==> config.mk <==
export PLATFORM = sky130hd
export DESIGN_NAME = cp0_exc_unit
export DESIGN_NICKNAME = d
export VERILOG_FILES = /design/src/rtl/cp0_pkg.sv /design/src/rtl/cp0_exc_unit.sv
export SDC_FILE = /design/constraint.sdc
export NUM_CORES = 1
export LEC_CHECK = 0
export BUFFER_PORTS_ARGS = -buffer_cell sky130_fd_sc_hd__buf_2
export CELL_PAD_IN_SITES_DETAIL_PLACEMENT = 1
export CELL_PAD_IN_SITES_GLOBAL_PLACEMENT = 1
export CORE_UTILIZATION = 37
export DETAILED_ROUTE_END_ITERATION = 10
export PLACE_DENSITY_LB_ADDON = 0.1
export SLEW_MARGIN = 20
export SYNTH_ARGS = -nofsm -noshare
export SYNTH_HDL_FRONTEND = slang
export SYNTH_SLANG_ARGS = --single-unit
==> constraint.sdc <==
create_clock -name clk -period 5.3 [get_ports clk]
set_clock_uncertainty 0.2 [all_clocks]
set_input_delay 0.795 -clock clk [delete_from_list [all_inputs] [get_ports clk]]
set_output_delay 0.795 -clock clk [all_outputs]
set_load 0.01 [all_outputs]
==> src/rtl/cp0_pkg.sv <==
// -----------------------------------------------------------------------------
// cp0_pkg
// Shared definitions for the CP0 exception unit: CP0 register numbers,
// exception codes, the exception handler entry address, the PRId value and
// the packed layouts of the architecturally visible SR and Cause bits.
//
// Optional feature macro used by the importing design: CP0_COUNT_EN
// (enables the Count register at register number 9).
// -----------------------------------------------------------------------------
package cp0_pkg;

    // CP0 register numbers as seen by mtc0/mfc0
    localparam logic [4:0] CP0_REG_COUNT = 5'd9;
    localparam logic [4:0] CP0_REG_SR    = 5'd12;
    localparam logic [4:0] CP0_REG_CAUSE = 5'd13;
    localparam logic [4:0] CP0_REG_EPC   = 5'd14;
    localparam logic [4:0] CP0_REG_PRID  = 5'd15;

    // Exception codes carried in Cause.ExcCode
    typedef enum logic [4:0] {
        EXC_INT  = 5'd0,
        EXC_ADEL = 5'd4,
        EXC_ADES = 5'd5,
        EXC_RI   = 5'd10,
        EXC_OV   = 5'd12
    } exc_code_e;

    // Fetch redirect target when req is raised
    localparam logic [31:0] CP0_HANDLER_ADDR = 32'h0000_4180;

    // Processor identification, read-only
    localparam logic [31:0] CP0_PRID_VALUE = 32'h2023_0007;

    // Status register: only the implemented fields are stored
    typedef struct packed {
        logic [5:0] im;    // interrupt mask, SR[15:10]
        logic       exl;   // exception level, SR[1]
        logic       ie;    // global interrupt enable, SR[0]
    } sr_t;

    // Cause register: only the implemented fields are stored
    typedef struct packed {
        logic       bd;    // branch delay, Cause[31]
        logic [5:0] ip;    // pending hardware interrupts, Cause[15:10]
        logic [4:0] exc;   // exception code, Cause[6:2]
    } cause_t;

    // Place the stored SR fields at their architectural bit positions
    function automatic logic [31:0] sr_to_word(input sr_t s);
        logic [31:0] w;
        w        = 32'h0;
        w[15:10] = s.im;
        w[1]     = s.exl;
        w[0]     = s.ie;
        return w;
    endfunction

    // Place the stored Cause fields at their architectural bit positions
    function automatic logic [31:0] cause_to_word(input cause_t c);
        logic [31:0] w;
        w        = 32'h0;
        w[31]    = c.bd;
        w[15:10] = c.ip;
        w[6:2]   = c.exc;
        return w;
    endfunction

endpackage

==> src/rtl/cp0_exc_unit.sv <==
// -----------------------------------------------------------------------------
// cp0_exc_unit
// Coprocessor-0 exception/interrupt unit sitting beside the M stage.
// Holds SR, Cause, EPC (and optionally Count), decides whether the M-stage
// instruction takes an exception or interrupt, and supplies mfc0 read data
// and the eret return address.
//
// Ports
//   clk          in   1   clock
//   reset        in   1   synchronous active-high reset
//   en           in   1   mtc0 write strobe from M stage
//   addr         in   5   CP0 register number for mtc0/mfc0
//   wdata        in  32   mtc0 write data
//   rdata        out 32   mfc0 read data (combinational, pre-write state)
//   vpc          in  32   PC of the M-stage instruction
//   bd_in        in   1   M-stage instruction is in a branch delay slot
//   exc_code_in  in   5   M-stage exception code, 0 = none
//   hw_int       in   6   level-sensitive hardware interrupt lines
//   is_eret      in   1   M-stage instruction is eret
//   epc_out      out 32   eret return address (bypasses a same-cycle EPC mtc0)
//   req          out  1   exception/interrupt taken this cycle
//
// Configuration
//   CP0_COUNT_EN  when defined, register 9 is a free-running 32-bit Count
//                 register writable by mtc0; otherwise it reads 0 and no
//                 counter state exists.
// -----------------------------------------------------------------------------
module cp0_exc_unit
    import cp0_pkg::*;
(
    input  logic        clk,
    input  logic        reset,
    input  logic        en,
    input  logic [4:0]  addr,
    input  logic [31:0] wdata,
    output logic [31:0] rdata,
    input  logic [31:0] vpc,
    input  logic        bd_in,
    input  logic [4:0]  exc_code_in,
    input  logic [5:0]  hw_int,
    input  logic        is_eret,
    output logic [31:0] epc_out,
    output logic        req
);

    // ------------------------------------------------------------------
    // State
    // ------------------------------------------------------------------
    sr_t         sr_q,    sr_d;
    cause_t      cause_q, cause_d;
    logic [29:0] epc_q,   epc_d;     // EPC[31:2]; EPC[1:0] are always 0

`ifdef CP0_COUNT_EN
    logic [31:0] count_q, count_d;
`endif

    // vpc is word aligned; its low bits never reach EPC
    logic unused_vpc_lo;
    assign unused_vpc_lo = ^vpc[1:0];

    // ------------------------------------------------------------------
    // Request decode
    // ------------------------------------------------------------------
    logic int_req;
    logic exc_req;
    logic mtc0_ok;

    // EXL masks both sources, so a handler is never re-entered
    assign int_req = (|(hw_int & sr_q.im)) & sr_q.ie & ~sr_q.exl;
    assign exc_req = (exc_code_in != 5'd0) & ~sr_q.exl;

    // Reset forces req low even though state is only cleared at the edge
    assign req     = (int_req | exc_req) & ~reset;

    // A taken exception squashes the M-stage instruction, including mtc0
    assign mtc0_ok = en & ~req;

    // ------------------------------------------------------------------
    // Next-state logic
    // ------------------------------------------------------------------
    always_comb begin
        sr_d    = sr_q;
        cause_d = cause_q;
        epc_d   = epc_q;

        // IP tracks the interrupt lines unconditionally
        cause_d.ip = hw_int;

        if (req) begin
            sr_d.exl    = 1'b1;
            // Interrupt wins over a simultaneous synchronous exception
            cause_d.exc = int_req ? 5'(EXC_INT) : exc_code_in;
            cause_d.bd  = bd_in;
            // Delay-slot victims restart at the branch (word index - 1)
            epc_d       = bd_in ? (vpc[31:2] - 30'd1) : vpc[31:2];
        end else begin
            if (mtc0_ok) begin
                case (addr)
                    CP0_REG_SR: begin
                        sr_d.im  = wdata[15:10];
                        sr_d.exl = wdata[1];
                        sr_d.ie  = wdata[0];
                    end
                    CP0_REG_EPC: epc_d = wdata[31:2];
                    default: ;
                endcase
            end
            // Applied after mtc0 so an eret always leaves exception level
            if (is_eret) begin
                sr_d.exl = 1'b0;
            end
        end
    end

`ifdef CP0_COUNT_EN
    // A software write replaces this cycle's increment
    always_comb begin
        count_d = count_q + 32'd1;
        if (mtc0_ok && (addr == CP0_REG_COUNT)) begin
            count_d = wdata;
        end
    end
`endif

    // ------------------------------------------------------------------
    // Registers
    // ------------------------------------------------------------------
    always_ff @(posedge clk) begin
        if (reset) begin
            sr_q    <= '0;
            cause_q <= '0;
            epc_q   <= '0;
        end else begin
            sr_q    <= sr_d;
            cause_q <= cause_d;
            epc_q   <= epc_d;
        end
    end

`ifdef CP0_COUNT_EN
    always_ff @(posedge clk) begin
        if (reset) begin
            count_q <= '0;
        end else begin
            count_q <= count_d;
        end
    end
`endif

    // ------------------------------------------------------------------
    // Read paths
    // ------------------------------------------------------------------
    // mfc0 sees the registered state only; no write-through
    always_comb begin
        rdata = 32'h0;
        case (addr)
`ifdef CP0_COUNT_EN
            CP0_REG_COUNT: rdata = count_q;
`endif
            CP0_REG_SR:    rdata = sr_to_word(sr_q);
            CP0_REG_CAUSE: rdata = cause_to_word(cause_q);
            CP0_REG_EPC:   rdata = {epc_q, 2'b00};
            CP0_REG_PRID:  rdata = CP0_PRID_VALUE;
            default:       rdata = 32'h0;
        endcase
    end

    // eret directly after mtc0 EPC must already see the new value
    always_comb begin
        epc_out = {epc_q, 2'b00};
        if (en && (addr == CP0_REG_EPC)) begin
            epc_out = {wdata[31:2], 2'b00};
        end
    end

endmodule

==> flow_summary_export.csv, run 1 <==
group,metric,value,unit
clock_tree,cts-resized-gates,0,
grt,grt_use_total,26.35,%
yosys,synth_top_area_share,28.46,%
yosys,yosys-top-cells-area,"dfxtp_1 (28%), and3_1 (6.6%), a2111oi_0 (5.5%)",
sta,tns,0,ns
sta,worst_slew_pin_slew,0.9561,ns
clock_tree,worstSkewPairLatency,0.32,ns
grt,antenna_found_initial,0,
yosys,synth_compound_area_share,28.85,%
grt,met3_usage,3.022,%
yosys,synth_seq_cells,50,
yosys,async_flop_share,0,%
sta,setup_viol,0,
sta,post-route-min-period,4.075,ns
placement,place_congestion,0.8563,
power_and_ir_drop,ir_drop,0.1136,mV
final_layout,fin_area,4403,um^2
routing,drtPass1Iterations,4,
critical_path,cp.required,4.30,ns
hold_path,hold_path_class,"flop to flop",
die,io_pins,150,
grt,grt_pass1_vias,3931,
yosys,yosys-mux-area-fraction,5.941,%
grt,busiest_layer,"met2",
placement,dpl-instance-area,4285,um^2
grt,met2_usage,42.68,%
die,die_w,99.50,um
clock_tree,clk_pin_slew,0.10,ns
yosys,ys_warn_count,0,
yosys,synthDistinctLibCells,55,
clock_tree,cts_root_buf,"clkbuf_8",
flow_run,max_cap_viol_count,0,
die,initial_core_util,38.06,%
clock_tree,cts_sinks,50,
grt,grt_pass1_wl,20620,um
routing,avgRoutedWirePerCell,18.97,um
sta,finalMaxSlewViolations,0,
final_layout,fin_cells,682,
sta,hold_violations,0,
yosys,syn_inst,435,
placement,portBuffers,145,
placement,dp_hpwl,9789,um
routing,viasPerCell,5.855,
yosys,synth_edf_count,0,
sta,relSlewSlack,34.61,%
yosys,synthAdderAreaFrac,0.3557,%
power_and_ir_drop,p_leak,2.102,nW
placement,dpl.cell_count,674,
yosys,synth-seq-area-share,28.46,%
clock_tree,post_cts.repair.setup_buffers,0,
yosys,synthTopCellsByCount,"dfxtp_1 (50), and3_1 (37), clkbuf_1 (37)",
yosys,syn_area,3517,um^2
critical_path,cp-end-kind,"output pin",
critical_path,cp-start-kind,"input port",
critical_path,arrival,3.08,ns
critical_path,crit_type,"input port to output pin",
sta,rsz0062_at_grt,"no",
critical_path,critPathMaxFanout,45,
routing,vias,3993,
yosys,yosysMostFrequentCell,"dfxtp_1",
power_and_ir_drop,powerDensity,215.3,nW/um^2
yosys,synth.avg_cell_area,8.085,um^2
die,coreArea,9240,um^2
sta,fmax,245.4,MHz
clock_tree,numCtsBuffers,5,
yosys,yosysTopAreaCell,"dfxtp_1",
routing,drtIter0Drc,164,
routing,drc,0,
yosys,synth-xor-area-share,3.237,%
clock_tree,postCtsHoldBufs,0,
power_and_ir_drop,p_total,0.0009481,W
final_layout,n_antenna_cell,0,
grt,grt_use_met1,36.97,%
status,status,"finished, final reports clean",
sta,setup_ws,1.225,ns
grt,grt_max_degree,46,
yosys,synth_top_family_by_area,"compound AO/OA/AOI/OAI gates",
final_layout,nNetsFinal,638,
clock_tree,cts_htree_levels,2,
yosys,synth-main-ff-cell,"dfxtp_1",
final_layout,areaGrowthSynthToFinish,25.19,%
placement,dp_worst_setup_slack,1.209,ns
clock_tree,clock_path_buffers,2,
routing,totalWireLength,12940,um
die,num_rows,35,
die,dieArea,9899,um^2
die,fp.dieH,99.50,um
grt,grt_remaining_overflow,0,
clock_tree,tritoncts,"built",
final_layout,drive_gt1_share,32.01,%
yosys,synth-simple-area-share,27.85,%
sta,post-route-period-util,76.88,%
routing,ant_nets,0,
critical path, cell delays in order:
cell	delay, ns
buf_2	0.23
and3b_1	0.80
nand2_1	0.38
buf_4	0.37
mux2_2	0.35
buf_2	0.14
metal layers:
metal | routed length [um] | vias up
li1 | - | 1933
met1 | 6224 | 1916
met2 | 5841 | 128
met3 | 624 | 16
met4 | 245 | 0
met5 | 0 | -
logic make-up after synthesis:
family                     Yosys count
AOI/OAI and AO/OA                  133
other                                1
buffers and inverters               46
muxes                               20
and+or+nand+nor                    171
xor gates and xnor gates            13
DFF                                 50
adders and majority gates            1
final cells by class:
cell class | instances | area (um^2)
sequential | 50 | 1001
clock inverter | 3 | 48.80
clock buffer | 5 | 68.82
inverter | 4 | 15.01
timing repair buffer | 151 | 770.7
multi-input combinational | 340 | 2337
tap | 129 | 161.4
fill | 1192 | 4837
cells in the final DEF, fill, tap and decap left out, drive strengths merged, types with 9 or more instances in the layout:
master     n
a2111oi   22
a211oi    10
a21o      23
a21oi     16
a311oi    12
and3      37
buf      151
dfxtp     50
mux2i     13
nand2     25
nand3     10
nor2      31
nor3       9
o21ai      9
o31ai     11
or4       17
xnor2      9
metrics by stage:
step	hold slack (ns)	utilization, %
floorplan	0.2434	-
global placement	0.2543	46.38
detailed placement	0.2620	46.38
CTS	0.2766	47.65
global route	0.3003	47.65
finish	0.2731	47.65
final timing paths:
check | end | slack, ns | depth (start not counted) | start
setup / recovery | epc_out[2] | 1.23 | 6 | addr[0]
hold / removal | cause_q[1] | 0.27 | 2 | cause_q[1]
setup reg to reg | epc_q[27] | 2.45 | 5 | sr_q[2]
hold reg to reg | cause_q[1] | 0.27 | 2 | cause_q[1]
power by group:
group          switching, W  internal (W)  total [W]  leakage [nW]
combinational      0.000135     0.0000988   0.000234          1.63
sequential        0.0000183      0.000404   0.000422         0.414
clock              0.000148      0.000144   0.000292        0.0563
flip-flops by register name, indices dropped and copies added (netlist names):
name / flops
cause_q: 12
epc_q: 30
sr_q: 8
Note: power is estimated with default switching activity, not from simulation.
==> run 2: changes to the inputs <==
CORE_UTILIZATION = 34   (was 37)
clock period = 4 ns   (was 5.3 ns; I/O delays follow)
==> run 2 against run 1 <==
Against the previous run:
- hold slack better by 0.0038 ns
- sequential share of layout area fell by 0.15 points
- register-to-register slack got worse by 1.1 ns
- flip-flop and latch count is the same
- die area up 8.6%
- clock power up 11%
- largest power group unchanged
- critical path type unchanged
- sequential power increased by 32%
- first-iteration DRC count is 18% lower
- critical endpoint is now req
- largest cell class unchanged
- via count is essentially flat
==> flow_summary_export.csv, run 2 (synthesis gave the netlist of run 1 again) <==
group,metric,value,unit
critical_path,slowest_delay,0.54,ns
final_layout,n_antenna_cell,0,
placement,place_congestion,0.8665,
clock_tree,clk_pin_slew,0.10,ns
final_layout,areaGrowthSynthToFinish,26.04,%
final_layout,regMostFlops,"epc_q",
die,dieArea,10750,um^2
clock_tree,postCtsHoldBufs,0,
critical_path,arrival,2.21,ns
clock_tree,cts_htree_levels,2,
sta,setup_ws,0.9870,ns
placement,dp_hpwl,9851,um
routing,drc,0,
clock_tree,post_cts.repair.setup_buffers,0,
clock_tree,numCtsBuffers,5,
placement,dpl.cell_count,683,
clock_tree,clock_path_buffers,2,
sta,finalMaxSlewViolations,0,
routing,viasPerCell,5.774,
sta,tns,0,ns
clock_tree,cts-resized-gates,0,
flow_run,max_cap_viol_count,0,
routing,vias,3990,
routing,avgRoutedWirePerCell,18.80,um
critical_path,cp_num_buf_inv,2,
critical_path,cpMaxStageDelayCell,"or4_1",
routing,totalWireLength,12990,um
final_layout,mostFrequentLayoutCell,"buf_2",
power_and_ir_drop,powerDensity,268.9,nW/um^2
critical_path,path_delay_family,"simple AND/OR/NAND/NOR gates",
critical_path,crit_type,"input port to output pin",
routing,drtIter0Drc,135,
critical_path,crit_chain,"buf_2, or4_1, o21a_1, nor2_1, nor2_1, buf_2",
die,io_pins,150,
grt,grt_max_degree,45,
die,initial_core_util,35.49,%
power_and_ir_drop,p_leak,2.117,nW
final_layout,fin_cells,691,
grt,grt_use_total,24.33,%
sta,hold_violations,0,
sta,relSlewSlack,35.26,%
placement,portBuffers,145,
sta,post-route-min-period,3.013,ns
critical_path,cp.required,3.20,ns
critical_path,cp-end-kind,"output pin",
sta,setup_viol,0,
power_and_ir_drop,ir_drop,0.1480,mV
die,coreArea,9910,um^2
final_layout,drive_gt1_share,32.62,%
critical_path,critPathMaxFanout,24,
grt,grt_pass1_vias,3932,
grt,antenna_found_initial,0,
routing,drtPass1Iterations,5,
sta,rsz0062_at_grt,"no",
routing,ant_nets,0,
sta,worst_slew_pin_slew,0.9710,ns
status,status,"finished, final reports clean",
grt,grt_pass1_wl,21200,um
final_layout,largest_register_ffs,30,
die,num_rows,36,
final_layout,nNetsFinal,643,
clock_tree,tritoncts,"built",
critical_path,cp-start-kind,"input port",
placement,dp_worst_setup_slack,0.8705,ns
hold_path,hold_path_class,"flop to flop",
clock_tree,cts_sinks,50,
die,fp.dieH,103.7,um
die,die_w,103.7,um
grt,grt_remaining_overflow,0,
clock_tree,worstSkewPairLatency,0.31,ns
final_layout,top_regs,"epc_q (30), cause_q (12), sr_q (8)",
sta,fmax,331.9,MHz
sta,post-route-period-util,75.32,%
final_layout,most-common-layout-cells,"buf_2 (145), dfxtp_1 (50), and3_1 (37)",
clock_tree,cts_root_buf,"clkbuf_8",
## run 2: cell types whose count changed in the layout (fill, tap and decap cells not counted), sizes merged
cell,previous run,this run
buf,151,156
bufinv,1,0
clkinvlp,1,2
## run 2: metrics by stage
| step | total power [W] | utilization, % | instance area (um^2) | hold slack (ns) |
|---|---|---|---|---|
| 3_5_place_dp | 0.0008809 | 43.80 | 4340 | 0.2693 |
| 4_1_cts | 0.001205 | 44.73 | 4433 | 0.2840 |
| 6_report | 0.001192 | 44.73 | 4433 | 0.2769 |
| 5_1_grt | 0.001258 | 44.73 | 4433 | 0.3050 |
| 2_1_floorplan | 0.0007376 | - | 3521 | 0.2434 |
| 3_3_place_gp | 0.0008755 | 43.80 | 4340 | 0.2558 |
## run 2: final cells by class
class	instances	area, um^2
fill	1257	5477
multi-input combinational	340	2337
sequential	50	1001
timing repair buffer	156	820.8
tap	133	166.4
clock buffer	5	68.82
clock inverter	3	23.77
inverter	4	15.01
## run 2: layer usage
metal	global-route usage [%]	vias up	routed length, um
li1	-	1935	-
met1	32.76	1924	6221
met2	40.17	116	5949
met3	4.594	15	665
met4	5.510	0	158
met5	0	-	0
## run 2: path summary, 6_finish.rpt
kind	startpoint	endpoint	slack [ns]	cells after the start
worst max register to register	sr_q[2]	sr_q[7]	1.37	4
worst max-delay path	exc_code_in[0]	req	0.99	6
worst min-delay path	cause_q[4]	cause_q[4]	0.28	2
worst min register to register	cause_q[4]	cause_q[4]	0.28	2
## run 2: report_power, final
part           total, W  leakage, nW  internal, W  switching (W)
Clock          0.000324       0.0408     0.000126       0.000198
Combinational  0.000309         1.66     0.000134       0.000176
Sequential     0.000559        0.414     0.000535      0.0000236
Total           0.00119         2.12     0.000795       0.000397
## run 2: worst register-to-register path, stage by stage, from the launching register on
cell and delay [ns]:
dfxtp_1 0.35, a22o_1 0.27, o311a_1 0.69, nor3_2 0.77, mux2i_1 0.28
==> run 3: changes to the inputs <==
CORE_UTILIZATION = 31   (was 34)
clock period = 2.4 ns   (was 4 ns; I/O delays follow)
==> run 3 against run 2 <==
Against the previous run:
- register-to-register slack lost 1.1 ns
- sequential power rose by 67%
- highest routed layer unchanged
- first-iteration DRC count down 7.4%
- design area up 9.7%
- count of clock-buffer cells in the layout is the same
- critical path type unchanged
- total power is 100% higher
- flip-flop and latch count is the same
==> flow_summary_export.csv, run 3 (synthesis gave the netlist of run 1 again) <==
group,metric,value,unit
grt,grt_max_degree,52,
power_and_ir_drop,p_leak,2.358,nW
power_and_ir_drop,p_total,0.002380,W
placement,dp_hpwl,10510,um
power_and_ir_drop,powerDensity,489.5,nW/um^2
status,status,"finished, final reports clean",
routing,drtPass1Iterations,4,
clock_tree,worstSkewPairLatency,0.30,ns
critical_path,arrival,1.76,ns
grt,grt_remaining_overflow,0,
sta,fmax,431.1,MHz
routing,ant_nets,0,
die,initial_core_util,32.16,%
final_layout,areaGrowthSynthToFinish,38.21,%
critical_path,crit_type,"input port to output pin",
die,io_pins,150,
final_layout,largest_register_ffs,30,
routing,avgRoutedWirePerCell,19.10,um
die,dieArea,11780,um^2
power_and_ir_drop,ir_drop,0.3355,mV
final_layout,mostFrequentLayoutCell,"buf_2",
die,fp.dieH,108.5,um
critical_path,cpMaxStageDelayCell,"or4_1",
grt,grt_pass1_vias,4199,
grt,antenna_found_initial,0,
critical_path,critPathMostFrequentCell,"buf_2",
final_layout,nNetsFinal,681,
critical_path,path_delay_family,"simple AND/OR/NAND/NOR gates",
final_layout,n_antenna_cell,0,
sta,post-route-period-util,96.66,%
final_layout,final_util,44.45,%
grt,grt_pass1_wl,22160,um
clock_tree,tritoncts,"built",
final_layout,most-common-layout-cells,"buf_2 (145), dfxtp_1 (50), buf_4 (44)",
final_layout,regMostFlops,"epc_q",
routing,vias,4141,
placement,place_congestion,0.8679,
critical_path,slowest_delay,0.54,ns
sta,finalMaxSlewViolations,0,
critical_path,crit_chain,"buf_2, or4_1, o21a_1, buf_12, nor2_2, nor2_1, buf_2",
grt,grt_use_total,24.22,%
die,num_rows,38,
clock_tree,clk_pin_slew,0.08,ns
final_layout,drive_gt1_share,37.08,%
routing,totalWireLength,14060,um
flow_run,max_cap_viol_count,0,
clock_tree,post_cts.repair.setup_buffers,0,
routing,drtIter0Drc,125,
hold_path,hold_path_class,"input port to flop",
placement,portBuffers,145,
critical_path,cp_num_buf_inv,3,
sta,worst_slew_pin_slew,0.6926,ns
clock_tree,cts_htree_levels,2,
sta,setup_viol,0,
critical_path,critPathMaxFanout,24,
final_layout,fin_cells,736,
die,coreArea,10940,um^2
sta,relSlewSlack,53.77,%
sta,hold_slack,0.08932,ns
critical_path,cp-end-kind,"output pin",
die,die_w,108.5,um
routing,viasPerCell,5.626,
sta,tns,0,ns
sta,post-route-min-period,2.320,ns
final_layout,top_regs,"epc_q (30), cause_q (12), sr_q (8)",
placement,dpl.cell_count,728,
critical_path,cp-start-kind,"input port",
clock_tree,cts_root_buf,"clkbuf_16",
clock_tree,clock_path_buffers,2,
sta,hold_violations,0,
critical_path,cp.required,1.84,ns
final_layout,fillers,1370,
clock_tree,numCtsBuffers,5,
routing,drc,0,
clock_tree,cts_sinks,50,
sta,rsz0062_at_grt,"no",
[run 3: cell count changes in the layout (fill, tap and decap cells not counted), moves of 4 or more]
cell / previous run / this run
clkbuf_8: 5 / 0
buf_4: 10 / 44
clkbuf_16: 0 / 5
buf_12: 1 / 5
[run 3: power by group]
part / switching, W / internal, W
Combinational: 0.000312 / 0.000268
Clock: 0.000365 / 0.000501
Sequential: 0.0000413 / 0.000892
[run 3: final timing paths]
check	from	to	slack [ns]	cells after the start
worst max-delay path	exc_code_in[0]	req	0.08	7
worst min-delay path	hw_int[3]	cause_q[8]	0.09	2
worst min register to register	cause_q[11]	cause_q[11]	0.27	2
worst max register to register	sr_q[2]	sr_q[3]	0.24	6
[run 3: timing repair]
action / 4_1_cts / 5_1_grt
hold buffers: 0 / 0
setup endpoints to repair: 0 / 1
resized for setup: 0 / 1
[run 3: metrics by stage]
step	setup slack, ns	cell area (um^2)
global placement	-0.1349	4684
finish	0.08022	4861
detailed placement	-0.1851	4684
CTS	0.01027	4858
floorplan	-0.005074	3523
global route	0.01793	4861
[run 3: layer usage]
| metal | part of all wire, % | wire, um | vias to the layer above | global-route usage, % |
|---|---|---|---|---|
| met5 | 0 | 0 | - | 0 |
| met4 | 1.3 | 189 | 0 | 5.792 |
| met3 | 4.6 | 641 | 11 | 2.592 |
| met2 | 45 | 6388 | 121 | 39.10 |
| met1 | 49 | 6835 | 1994 | 34.25 |
| li1 | - | - | 2015 | - |
[run 3: final cells by class]
class	instances	area, um^2	share of cell area, %
repair buffers	194	1156	23.78
clock inverters	3	48.80	1.004
inverters	4	15.01	0.3089
clock buffers	5	125.1	2.574
multi-input cells	340	2340	48.13
well taps	140	175.2	3.604
flip-flops and latches	50	1001	20.59
